**src/rtl/id_ex_stage_pkg.sv**
```systemverilog
// Shared definitions for the ID/EX stage: register index width, the zero
// register, and the layout of the opaque control bundle carried to EX.
package id_ex_stage_pkg;

   localparam int unsigned REG_ADDR_W = 5;
   localparam logic [REG_ADDR_W-1:0] ZERO_REG = 5'd0;

   // Control bundle layout (opaque to this stage, consumed by EX/MEM/WB).
   localparam int unsigned CTRL_W          = 8;
   localparam int unsigned CTRL_ALU_OP_LSB = 0;
   localparam int unsigned CTRL_ALU_OP_W   = 4;
   localparam int unsigned CTRL_ALU_SRC    = 4;
   localparam int unsigned CTRL_MEM_WRITE  = 5;
   localparam int unsigned CTRL_MEM_TO_REG = 6;

   // True when a pipeline write to wr_addr produces the value read at rd_addr.
   function automatic logic reg_match(input logic                  we,
                                      input logic [REG_ADDR_W-1:0] wr_addr,
                                      input logic [REG_ADDR_W-1:0] rd_addr);
      return we && (wr_addr == rd_addr) && (rd_addr != ZERO_REG);
   endfunction

endpackage

```
**src/rtl/id_ex_stage_fwd_mux.sv**
```systemverilog
// One EX operand: zero register, then EX/MEM, then MEM/WB, then held value.
module id_ex_stage_fwd_mux
   import id_ex_stage_pkg::*;
#(
   parameter int unsigned WIDTH = 32
) (
   input  logic [REG_ADDR_W-1:0] addr,
   input  logic [WIDTH-1:0]      held,
   input  logic                  mem_reg_write,
   input  logic [REG_ADDR_W-1:0] mem_rd_addr,
   input  logic [WIDTH-1:0]      mem_rd_data,
   input  logic                  wb_reg_write,
   input  logic [REG_ADDR_W-1:0] wb_rd_addr,
   input  logic [WIDTH-1:0]      wb_rd_data,
   output logic [WIDTH-1:0]      val
);

   // Priority select; the youngest producer (EX/MEM) wins over MEM/WB.
   always_comb begin
      val = held;
      if (addr == ZERO_REG) begin
         val = '0;
      end else if (reg_match(mem_reg_write, mem_rd_addr, addr)) begin
         val = mem_rd_data;
      end else if (reg_match(wb_reg_write, wb_rd_addr, addr)) begin
         val = wb_rd_data;
      end
   end

endmodule

```
**src/rtl/id_ex_stage.sv**
```systemverilog
// ID/EX pipeline register with WB capture bypass, EX operand forwarding,
// load-use bubble insertion, flush and EX back-pressure.
module id_ex_stage
   import id_ex_stage_pkg::*;
#(
   parameter int unsigned WIDTH  = 32,
   parameter int unsigned CTRL_W = id_ex_stage_pkg::CTRL_W
) (
   input  logic                  clk,
   input  logic                  rst,
   input  logic                  id_valid,
   input  logic [REG_ADDR_W-1:0] id_rs_addr,
   input  logic [REG_ADDR_W-1:0] id_rt_addr,
   input  logic [REG_ADDR_W-1:0] id_rd_addr,
   input  logic [WIDTH-1:0]      id_rs_data,
   input  logic [WIDTH-1:0]      id_rt_data,
   input  logic [WIDTH-1:0]      id_imm,
   input  logic                  id_reg_write,
   input  logic                  id_mem_read,
   input  logic [CTRL_W-1:0]     id_ctrl,
   input  logic                  flush,
   input  logic                  ex_stall,
   input  logic                  mem_reg_write,
   input  logic [REG_ADDR_W-1:0] mem_rd_addr,
   input  logic [WIDTH-1:0]      mem_rd_data,
   input  logic                  wb_reg_write,
   input  logic [REG_ADDR_W-1:0] wb_rd_addr,
   input  logic [WIDTH-1:0]      wb_rd_data,
   output logic                  stall_id,
   output logic                  ex_valid,
   output logic [WIDTH-1:0]      ex_rs_val,
   output logic [WIDTH-1:0]      ex_rt_val,
   output logic [WIDTH-1:0]      ex_imm,
   output logic [REG_ADDR_W-1:0] ex_rd_addr,
   output logic                  ex_reg_write,
   output logic                  ex_mem_read,
   output logic [CTRL_W-1:0]     ex_ctrl
);

   logic                  valid_q, valid_d;
   logic [REG_ADDR_W-1:0] rs_addr_q, rs_addr_d;
   logic [REG_ADDR_W-1:0] rt_addr_q, rt_addr_d;
   logic [REG_ADDR_W-1:0] rd_addr_q, rd_addr_d;
   logic [WIDTH-1:0]      rs_val_q, rs_val_d;
   logic [WIDTH-1:0]      rt_val_q, rt_val_d;
   logic [WIDTH-1:0]      imm_q, imm_d;
   logic                  reg_write_q, reg_write_d;
   logic                  mem_read_q, mem_read_d;
   logic [CTRL_W-1:0]     ctrl_q, ctrl_d;

   logic [WIDTH-1:0]      id_rs_cap, id_rt_cap;
   logic                  load_use;

   id_ex_stage_fwd_mux #(.WIDTH(WIDTH)) u_fwd_rs (
      .addr          (rs_addr_q),
      .held          (rs_val_q),
      .mem_reg_write (mem_reg_write),
      .mem_rd_addr   (mem_rd_addr),
      .mem_rd_data   (mem_rd_data),
      .wb_reg_write  (wb_reg_write),
      .wb_rd_addr    (wb_rd_addr),
      .wb_rd_data    (wb_rd_data),
      .val           (ex_rs_val)
   );

   id_ex_stage_fwd_mux #(.WIDTH(WIDTH)) u_fwd_rt (
      .addr          (rt_addr_q),
      .held          (rt_val_q),
      .mem_reg_write (mem_reg_write),
      .mem_rd_addr   (mem_rd_addr),
      .mem_rd_data   (mem_rd_data),
      .wb_reg_write  (wb_reg_write),
      .wb_rd_addr    (wb_rd_addr),
      .wb_rd_data    (wb_rd_data),
      .val           (ex_rt_val)
   );

   // ID capture: the register file write at this edge is not yet visible in its read data.
   always_comb begin
      id_rs_cap = id_rs_data;
      id_rt_cap = id_rt_data;
      if (id_rs_addr == ZERO_REG) begin
         id_rs_cap = '0;
      end else if (reg_match(wb_reg_write, wb_rd_addr, id_rs_addr)) begin
         id_rs_cap = wb_rd_data;
      end
      if (id_rt_addr == ZERO_REG) begin
         id_rt_cap = '0;
      end else if (reg_match(wb_reg_write, wb_rd_addr, id_rt_addr)) begin
         id_rt_cap = wb_rd_data;
      end
   end

   // Hazard detection and ID stall.
   always_comb begin
      load_use = id_valid && valid_q && mem_read_q && (rd_addr_q != ZERO_REG) &&
                 ((rd_addr_q == id_rs_addr) || (rd_addr_q == id_rt_addr));
      stall_id = ex_stall || (load_use && !flush);
   end

   // Slot next state: flush > ex_stall > load-use bubble > capture.
   always_comb begin
      valid_d     = valid_q;
      rs_addr_d   = rs_addr_q;
      rt_addr_d   = rt_addr_q;
      rd_addr_d   = rd_addr_q;
      rs_val_d    = rs_val_q;
      rt_val_d    = rt_val_q;
      imm_d       = imm_q;
      reg_write_d = reg_write_q;
      mem_read_d  = mem_read_q;
      ctrl_d      = ctrl_q;
      if (flush || (!ex_stall && load_use)) begin
         valid_d     = 1'b0;
         reg_write_d = 1'b0;
         mem_read_d  = 1'b0;
      end else if (ex_stall) begin
         // Re-latch forwarded operands so a result retiring from WB during the hold survives.
         rs_val_d = ex_rs_val;
         rt_val_d = ex_rt_val;
      end else begin
         valid_d     = id_valid;
         rs_addr_d   = id_rs_addr;
         rt_addr_d   = id_rt_addr;
         rd_addr_d   = id_rd_addr;
         rs_val_d    = id_rs_cap;
         rt_val_d    = id_rt_cap;
         imm_d       = id_imm;
         reg_write_d = id_reg_write && id_valid;
         mem_read_d  = id_mem_read && id_valid;
         ctrl_d      = id_ctrl;
      end
   end

   // Slot registers with synchronous reset.
   always_ff @(posedge clk) begin
      if (rst) begin
         valid_q     <= 1'b0;
         rs_addr_q   <= '0;
         rt_addr_q   <= '0;
         rd_addr_q   <= '0;
         rs_val_q    <= '0;
         rt_val_q    <= '0;
         imm_q       <= '0;
         reg_write_q <= 1'b0;
         mem_read_q  <= 1'b0;
         ctrl_q      <= '0;
      end else begin
         valid_q     <= valid_d;
         rs_addr_q   <= rs_addr_d;
         rt_addr_q   <= rt_addr_d;
         rd_addr_q   <= rd_addr_d;
         rs_val_q    <= rs_val_d;
         rt_val_q    <= rt_val_d;
         imm_q       <= imm_d;
         reg_write_q <= reg_write_d;
         mem_read_q  <= mem_read_d;
         ctrl_q      <= ctrl_d;
      end
   end

   assign ex_valid     = valid_q;
   assign ex_imm       = imm_q;
   assign ex_rd_addr   = rd_addr_q;
   assign ex_reg_write = reg_write_q && valid_q;
   assign ex_mem_read  = mem_read_q && valid_q;
   assign ex_ctrl      = ctrl_q;

endmodule
```
**config.mk**
```make
export PLATFORM = sky130hd
export DESIGN_NAME = id_ex_stage
export DESIGN_NICKNAME = d
export VERILOG_FILES = /design/src/rtl/id_ex_stage_pkg.sv /design/src/rtl/id_ex_stage_fwd_mux.sv /design/src/rtl/id_ex_stage.sv
export SDC_FILE = /design/constraint.sdc
export NUM_CORES = 1
export LEC_CHECK = 0
export CAP_MARGIN = 20
export CELL_PAD_IN_SITES_DETAIL_PLACEMENT = 1
export CELL_PAD_IN_SITES_GLOBAL_PLACEMENT = 2
export CORE_MARGIN = 2
export CORE_UTILIZATION = 26
export CTS_BUF_LIST = sky130_fd_sc_hd__clkbuf_16
export CTS_CLUSTER_SIZE = 25
export DETAILED_ROUTE_END_ITERATION = 6
export PLACE_DENSITY_LB_ADDON = 0.1
export SETUP_SLACK_MARGIN = 0.2
export SYNTH_ARGS = -nofsm -noshare
export SYNTH_HDL_FRONTEND = slang
export SYNTH_SLANG_ARGS = --single-unit
export TNS_END_PERCENT = 100
```
**constraint.sdc**
```tcl
create_clock -name clk -period 7.57 [get_ports clk]
set_input_delay 1.514 -clock clk [delete_from_list [all_inputs] [get_ports clk]]
set_output_delay 1.514 -clock clk [all_outputs]
set_load 0.01 [all_outputs]
```
==> impl_metrics.yaml, run 1 <==
place:
  portBuffers: 314
  dp_hpwl_um: 23200
  dp.cells: 1622
  gp_congestion: 0.755
min_path:
  hold_path.class: "reg -> reg"
  min_path_cells: 2
drt:
  drt-initial-drc-count: 449
  wl_met3_um: 2540
  top_layer_used: "met5"
  drt_wl_total_um: 35900
  wl_met2_um: 16700
  wl_met1_um: 16000
  drc_errors: 0
  dr.pass1.iters: 5
  wl_per_cell_um: 21.6
  via_per_inst: 5.47
  ant_nets: 0
  vias: 9071
power_and_ir_drop:
  power_frac_seq: 0.357
  leakagePower_nw: 4.16
  p_int_mw: 1.35
  peakVddDrop_v: 0.000109
  combPwrFrac: 0.251
  power.total_mw: 1.98
  switchingPower_mw: 0.623
  sw_frac_of_total: 0.315
  power-per-cell-area_mw_per_mm2: 166
  power_frac_clock: 0.392
clock_network:
  cts_root_buf: "clkbuf_16"
  cts_htree_levels: 4
  cts_tree: "yes"
  cts.repair.resized: 0
  numCtsBuffers: 17
  cts_setup_buffers: 0
  cts_buffer_depth: 2
  clkSinkCount: 122
  clk_pin_slew_ns: 0.06
  clk_latency_ns: 0.43
  hold_buffers: 0
synth:
  synth-edff-count: 0
  yosysMostFrequentCell: "nor2_1"
  synth_top_area_cell: "dfxtp_1"
  synthArstFlopShare: 0
  synthTopCellsByCount: "nor2_1 (189), nand2_1 (132), dfxtp_1 (122), clkbuf_1 (79)"
  synth_seq_area_share: 0.305
  yosys_warnings: 0
  syn-num-nets: 1211
  syn-instance-count: 1009
  netlist_top_cells_area: "dfxtp_1 (31%), nor2_1 (8.9%), a311o_1 (8.0%), mux2i_1 (7.0%), o221ai_1 (6.8%)"
  ys_ff_latch: 122
  synth.top_cell.area_share: 0.305
  synth_cell_types: 34
  ys.flop_type: "dfxtp_1"
  avgSynthCellArea_um2: 7.93
  syn_area_mm2: 0.00800
die:
  dieArea_mm2: 0.0322
  initial_core_util: 0.263
  pin_count: 315
  die_w_um: 179
  die_h_um: 179
  core_area_mm2: 0.0304
  rows: 64
setup_path:
  end_kind: "primary output"
  criticalPathCategory: "in -> out"
  start_kind: "input pin"
  cp.required_ns: 6.06
  rr_worst_depth: 7
  crit_fanout: 32
  cp.arrival_ns: 4.66
global_routing:
  track_usage: 0.219
  grt_max_degree: 129
  grt_first_pass_wirelength_um: 55800
  antenna_found_initial: 3
  grt_pass1_vias: 9483
  overflow: 0
timing:
  min_period_ns: 6.17
  rsz0062_at_grt: "false"
  fin_skew_ns: 0.0115
  drv_slew: 0
  setup_viol: 0
  fmax_ghz: 0.162
  worst_hold_slack_ns: 0.495
  setup_tns_ns: 0
  slew_headroom: 0.277
  tightest_slew_ns: 1.08
  fin_crit_sh: 0.815
  hold_viol_final: 0
cells_and_area:
  final_layout_size_suffix_gt1_frac: 0.0739
  syn_to_final_growth_pct: 49.1
  nets: 1448
  final_cells: 1657
  utilization: 0.392
job:
  cap_violations: 0
outcome:
  outcome: "complete, no violations"
-- through the flow --
step           area [um^2]  setup slack (ns)
2_1_floorplan         8000              3.13
3_3_place_gp         11400              1.50
3_5_place_dp         11400              1.42
4_1_cts              11900              1.41
5_1_grt              11900              1.25
6_report             11900              1.40
-- critical path: stages --
cell,delay (ns)
clkdlybuf4s50_1,0.54
xor2_1,0.21
nor4_1,0.46
and2_2,0.88
nand2_1,0.18
a31oi_1,0.23
clkdlybuf4s50_1,0.63
-- cell usage in the layout (no fill, tap or decap), types with 3 or more instances in the layout --
cell	count
nor3b_1	3
nand3_1	3
xnor2_1	16
a311o_1	63
mux2i_1	56
xor2_1	24
o221ai_1	62
nor4_1	6
nand2_2	3
nand2_1	129
nor2_1	185
a31oi_1	63
nor2_4	4
dfxtp_1	122
o21ai_0	64
or4_1	5
clkdlybuf4s50_1	313
a311oi_1	30
buf_12	3
a311oi_2	34
clkbuf_16	17
buf_4	11
clkinvlp_4	3
inv_6	7
-- power groups by stage --
stage	Sequential, mW	Combinational [mW]	Clock [mW]
final	0.704	0.496	0.774
after CTS	0.704	0.501	0.802
after global placement	0.717	0.496	0
after floorplan	0.718	0.226	0
after global routing	0.709	0.541	0.832
after detailed placement	0.718	0.499	0
-- flip-flops by register name (all words and copies together) (netlist names) --
| signal | count |
|---|---|
| mem_read_q | 1 |
| rs_addr_q | 5 |
| rt_addr_q | 5 |
| ex_imm | 32 |
| rt_val_q | 32 |
| ex_rd_addr | 5 |
| ex_ctrl | 8 |
| rs_val_q | 32 |
| ex_valid | 1 |
| reg_write_q | 1 |
-- routing by layer --
layer	global-route usage	vias to the layer above
met5	0	-
met3	0.0711	31
met2	0.362	276
li1	-	4309
met1	0.276	4453
met4	0.0553	2
-- final timing paths --
check	start	end	slack, ns
worst min-delay path	ex_ctrl[1]$_SDFFE_PP0P_	ex_ctrl[1]$_SDFFE_PP0P_	0.49
worst max register to register	rt_addr_q[0]$_SDFFE_PP0P_	rt_val_q[3]$_SDFFE_PP0N_	4.62
worst max-delay path	wb_rd_addr[4]	ex_rs_val[12]	1.40
worst min register to register	ex_ctrl[1]$_SDFFE_PP0P_	ex_ctrl[1]$_SDFFE_PP0P_	0.49
-- area by class of cell --
cell class / instances / area (um^2)
multi-input cells: 777 / 5140
repair buffers: 328 / 3300
flip-flops and latches: 122 / 2440
clock inverters: 15 / 115
fillers: 3557 / 18500
well taps: 396 / 495
clock buffers: 17 / 425
diodes: 2 / 5.00
-- cells by family after synthesis --
kind of cell | count (synthesis) | share of synthesized area
simple gates | 351 | 0.175
compound gates | 330 | 0.346
flops | 122 | 0.305
buf+inv | 110 | 0.0601
mux | 56 | 0.0701
xor+xnor | 40 | 0.0438
(Power assumes the default switching activity.)
==> run 2: changes to the inputs <==
--- a/config.mk
+++ b/config.mk
@@ -9,7 +9,7 @@
 export CELL_PAD_IN_SITES_DETAIL_PLACEMENT = 1
 export CELL_PAD_IN_SITES_GLOBAL_PLACEMENT = 2
 export CORE_MARGIN = 2
-export CORE_UTILIZATION = 26
+export CORE_UTILIZATION = 24
 export CTS_BUF_LIST = sky130_fd_sc_hd__clkbuf_16
 export CTS_CLUSTER_SIZE = 25
 export DETAILED_ROUTE_END_ITERATION = 6
==> constraint.sdc (replaced) <==
create_clock -name clk -period 6.3 [get_ports clk]
set_input_delay 1.26 -clock clk [delete_from_list [all_inputs] [get_ports clk]]
set_output_delay 1.26 -clock clk [all_outputs]
set_load 0.01 [all_outputs]
==> run 2 against run 1 <==
  * Largest cell class unchanged
  * Flip-flop and latch count unchanged
  * Highest routed layer unchanged
  * Non-clock buffer count down 2
  * Worst setup slack worse by 0.59 ns
  * Clock skew up 0.0015 ns
  * Clock power up 33%
  * Wire length up 4.5%
  * Critical path type unchanged
  * First-iteration DRC count up 4.9%
  * Total power up 26%
  * Critical endpoint is now ex_rt_val[20]
  * Die area up 8.1%
==> impl_metrics.yaml, run 2 (synthesis gave the netlist of run 1 again) <==
power_and_ir_drop:
  power-per-cell-area_mw_per_mm2: 206
  peakVddDrop_v: 0.000143
  leakagePower_nw: 4.16
  power.total_mw: 2.48
drt:
  wl_per_cell_um: 22.0
  drt-initial-drc-count: 471
  vias: 9126
  dr.pass1.iters: 5
  via_per_inst: 5.37
  drc_errors: 0
  drt_wl_total_um: 37500
  ant_nets: 0
clock_network:
  numCtsBuffers: 17
  cts_htree_levels: 4
  clk_pin_slew_ns: 0.06
  hold_buffers: 0
  clkSinkCount: 122
  cts.repair.resized: 0
  cts_buffer_depth: 2
  clk_latency_ns: 0.43
  cts_tree: "yes"
  cts_root_buf: "clkbuf_16"
  cts_setup_buffers: 0
global_routing:
  overflow: 0
  grt_max_degree: 129
  grt_pass1_vias: 9674
  antenna_found_initial: 4
  grt_first_pass_wirelength_um: 58100
  track_usage: 0.213
setup_path:
  cpPeakStageDelay_ns: 0.59
  worstSetupStartpoint: "wb_rd_addr[2]"
  rr_endpoint: "rt_val_q[4]$_SDFFE_PP0N_"
  cp_common_cell: "clkdlybuf4s50_1"
  start_kind: "input pin"
  cp_cell_sequence: "clkdlybuf4s50_1 > xor2_1 > nor4_1 > and2_2 > buf_12 > nand2_1 > a31oi_1 > clkdlybuf4s50_1"
  end_kind: "primary output"
  cp.required_ns: 5.04
  r2r_slack_ns: 3.16
  critPathSlowestCell: "clkdlybuf4s50_1"
  crit_path_end: "ex_rt_val[20]"
  cp.arrival_ns: 4.23
  crit_fanout: 17
  path_buf_inv: 3
  criticalPathCategory: "in -> out"
  reg2reg_from: "rt_addr_q[0]$_SDFFE_PP0P_"
  crit_cells: 8
  rr_worst_depth: 7
  cp_top_family: "buffers and inverters"
timing:
  rsz0062_at_grt: "false"
  setup_ws_ns: 0.808
  tightest_slew_ns: 1.07
  hold_viol_final: 0
  drv_slew: 0
  setup_tns_ns: 0
  min_period_ns: 5.49
  setup_viol: 0
  fin_crit_sh: 0.872
  worst_hold_slack_ns: 0.499
  slew_headroom: 0.284
  fin_skew_ns: 0.0130
  fmax_ghz: 0.182
die:
  core_area_mm2: 0.0327
  die_h_um: 187
  pin_count: 315
  rows: 66
  dieArea_mm2: 0.0348
  die_w_um: 187
  initial_core_util: 0.245
place:
  gp_congestion: 0.794
  portBuffers: 314
  dp.cells: 1667
  dp_hpwl_um: 24800
  pre_cts_ws_ns: 0.768
cells_and_area:
  fill_cells: 3829
  mostFrequentLayoutCells: "clkdlybuf4s50_1 (313), nor2_1 (185), nand2_1 (128)"
  final_layout_size_suffix_gt1_frac: 0.0748
  layout_commonest_cell: "clkdlybuf4s50_1"
  syn_to_final_growth_pct: 50.4
  final_cells: 1701
  nets: 1446
outcome:
  outcome: "complete, no violations"
min_path:
  hold_path.class: "reg -> reg"
job:
  cap_violations: 0
[run 2: cell count changes in the layout (fill, tap and decap cells not counted), moves of 2 or more]
cell and change:
or2_1 -2, clkinv_2 -2, or2_2 +2, buf_12 +2, inv_6 -2, bufinv_16 +2, buf_4 -3
[run 2: power by group]
part           total, mW  internal [mW]  switching (mW)
registers          0.846          0.818          0.0286
logic              0.600          0.296           0.304
clock network       1.03          0.592           0.442
total               2.48           1.71           0.774
[run 2: worst min path at each step]
stage	from	to	slack (ns)	cells after the start
after floorplan	rt_val_q[26]$_SDFFE_PP0N_	rt_val_q[26]$_SDFFE_PP0N_	0.48	2
after global placement	ex_imm[12]$_SDFFE_PP0P_	ex_imm[12]$_SDFFE_PP0P_	0.47	2
after detailed placement	ex_imm[28]$_SDFFE_PP0P_	ex_imm[28]$_SDFFE_PP0P_	0.49	2
after CTS	rt_val_q[8]$_SDFFE_PP0N_	rt_val_q[8]$_SDFFE_PP0N_	0.50	2
after global routing	rs_val_q[6]$_SDFFE_PP0N_	rs_val_q[6]$_SDFFE_PP0N_	0.53	2
final	ex_ctrl[3]$_SDFFE_PP0P_	ex_ctrl[3]$_SDFFE_PP0P_	0.50	2
[run 2: metrics by stage]
stage               utilization  cell area [um^2]
CTS                       0.368             12000
global route              0.368             12000
floorplan                     -              8000
global placement          0.350             11400
detailed placement        0.350             11400
finish                    0.368             12000
[run 2: worst reg2reg max path, cell delays in order, from the launching register on]
cell and delay [ns]:
dfxtp_1 0.37, or4_1 0.55, or2_2 0.62, nand4_1 0.30, buf_12 0.41, nor2_1 0.14
a311o_1 0.33, a311oi_1 0.30
[run 2: layout make-up]
class | count | area, um^2 | area share
Clock buffer | 17 | 425 | 0.0354
Clock inverter | 15 | 166 | 0.0138
Sequential cell | 122 | 2440 | 0.203
Multi-Input combinational cell | 777 | 5150 | 0.428
Timing Repair Buffer | 326 | 3290 | 0.274
Tap cell | 442 | 553 | 0.0460
Antenna cell | 2 | 5.00 | 0.000416
[run 2: metal layers]
layer	global-route usage	routed length, um	vias up	share of wire
met5	0	28	-	0.00075
met4	0.0461	362	4	0.0097
met3	0.0532	2420	28	0.065
met2	0.361	17800	278	0.48
met1	0.274	16900	4510	0.45
li1	-	-	4306	-
==> run 3: changes to the inputs <==
--- a/config.mk
+++ b/config.mk
@@ -9,10 +9,11 @@
 export CELL_PAD_IN_SITES_DETAIL_PLACEMENT = 1
 export CELL_PAD_IN_SITES_GLOBAL_PLACEMENT = 2
 export CORE_MARGIN = 2
-export CORE_UTILIZATION = 24
+export CORE_UTILIZATION = 35
 export CTS_BUF_LIST = sky130_fd_sc_hd__clkbuf_16
 export CTS_CLUSTER_SIZE = 25
 export DETAILED_ROUTE_END_ITERATION = 6
+export DONT_BUFFER_PORTS = 1
 export PLACE_DENSITY_LB_ADDON = 0.1
 export SETUP_SLACK_MARGIN = 0.2
 export SYNTH_ARGS = -nofsm -noshare
==> run 3 against run 2 <==
  * First-iteration DRC count rose by 9.8%
  * Via count fell by 11%
  * Register-to-register slack got worse by 0.17 ns
  * Critical path type unchanged
  * Critical endpoint is now ex_rt_val[13]
  * Largest power group unchanged
==> impl_metrics.yaml, run 3 (synthesis gave the netlist of run 1 again) <==
drt:
  wl_per_cell_um: 26.8
  ant_nets: 0
  drt-initial-drc-count: 517
  dr.pass1.iters: 5
  vias: 8103
  via_per_inst: 6.59
  drc_errors: 0
  drt_wl_total_um: 33000
timing:
  hold_viol_final: 0
  drv_slew: 0
  rsz0062_at_grt: "false"
  slew_headroom: 0.286
  fmax_ghz: 0.223
  fin_skew_ns: 0.0147
  worst_hold_slack_ns: 0.503
  setup_tns_ns: 0
  setup_viol: 0
  min_period_ns: 4.49
  tightest_slew_ns: 1.07
  fin_crit_sh: 0.712
power_and_ir_drop:
  power-per-cell-area_mw_per_mm2: 253
  peakVddDrop_v: 0.000135
  leakagePower_nw: 2.97
clock_network:
  cts_root_buf: "clkbuf_16"
  numCtsBuffers: 17
  clk_pin_slew_ns: 0.06
  clk_latency_ns: 0.43
  cts_tree: "yes"
  hold_buffers: 0
  cts_htree_levels: 4
  cts.repair.resized: 0
  cts_setup_buffers: 0
  clkSinkCount: 122
  cts_buffer_depth: 2
cells_and_area:
  multi_input_area_mm2: 0.00514
  nets: 1132
  fill_cells: 2689
  seqCellArea_mm2: 0.00244
  mostFrequentLayoutCells: "nor2_1 (185), nand2_1 (131), dfxtp_1 (122)"
  final_layout_size_suffix_gt1_frac: 0.0933
  layout_commonest_cell: "nor2_1"
  syn_to_final_growth_pct: 8.02
  final_cells: 1229
setup_path:
  start_kind: "input pin"
  criticalPathCategory: "in -> out"
  cp_cell_sequence: "xor2_1 > nor4_1 > and2_2 > nand2_1 > a31oi_1"
  cpPeakStageDelay_ns: 0.77
  cp.required_ns: 5.04
  crit_fanout: 32
  end_kind: "primary output"
  critPathSlowestCell: "and2_2"
  cp.arrival_ns: 3.23
global_routing:
  grt_pass1_vias: 8305
  grt_first_pass_wirelength_um: 49700
  grt_max_degree: 129
  antenna_found_initial: 1
  overflow: 0
  track_usage: 0.266
die:
  rows: 55
  dieArea_mm2: 0.0241
  die_h_um: 155
  die_w_um: 155
  pin_count: 315
  core_area_mm2: 0.0226
  initial_core_util: 0.354
job:
  cap_violations: 0
place:
  gp_congestion: 0.821
  portBuffers: 0
  dp_hpwl_um: 21400
  dp.cells: 1195
outcome:
  outcome: "complete, no violations"
min_path:
  hold_path.class: "reg -> reg"
-- run 3: cell types whose count changed in the layout (fill, tap and decap cells not counted), sizes merged --
cell	previous run	this run
bufinv	2	1
clkinvlp	4	1
diode	2	1
inv	7	9
buf	13	12
clkdlybuf4s50	313	0
clkinv	2	4
-- run 3: cell type report --
class	count	share of cell area
antenna	1	0.000290
clock buffer	17	0.0492
clock inverter	15	0.0178
multi-input combinational	777	0.595
sequential	122	0.283
tap	285	0.0413
timing repair buffer	12	0.0142
-- run 3: report_power, final --
part           switching [mW]  leakage, nW  internal, mW
clock network           0.436        0.283         0.559
registers              0.0387         1.00         0.818
logic                   0.211         1.69         0.124
-- run 3: stage by stage --
stage          cell area [um^2]  utilization  worst slack (ns)  total power, mW
2_1_floorplan              8000            -              2.37             1.14
6_report                   8640        0.383              1.81             2.19
3_3_place_gp               8030        0.356              1.80             1.19
4_1_cts                    8610        0.382              1.79             2.21
3_5_place_dp               8030        0.356              1.76             1.21
5_1_grt                    8640        0.383              1.65             2.28
-- run 3: path summary, 6_finish.rpt --
path	startpoint	to	slack, ns	cells after the start
setup reg to reg	ex_rd_addr[0]$_SDFFE_PP0P_	rs_val_q[28]$_SDFFE_PP0N_	2.99	6
setup / recovery	wb_rd_addr[2]	ex_rt_val[13]	1.81	5
hold / removal	rt_val_q[26]$_SDFFE_PP0N_	rt_val_q[26]$_SDFFE_PP0N_	0.50	2
hold reg to reg	rt_val_q[26]$_SDFFE_PP0N_	rt_val_q[26]$_SDFFE_PP0N_	0.50	2
-- run 3: routing by layer --
layer / global-route usage / up-vias / wire length, um
li1: - / 3677 / -
met1: 0.332 / 4030 / 13900
met2: 0.446 / 352 / 15700
met3: 0.0747 / 44 / 2710
met4: 0.0826 / 0 / 677
met5: 0 / - / 0
-- run 3: worst max-delay path: cells and delay by family --
kind            cells  cell delay, ns
compound gates      1            0.50
xor+xnor            1            0.12
simple gates        3            1.32
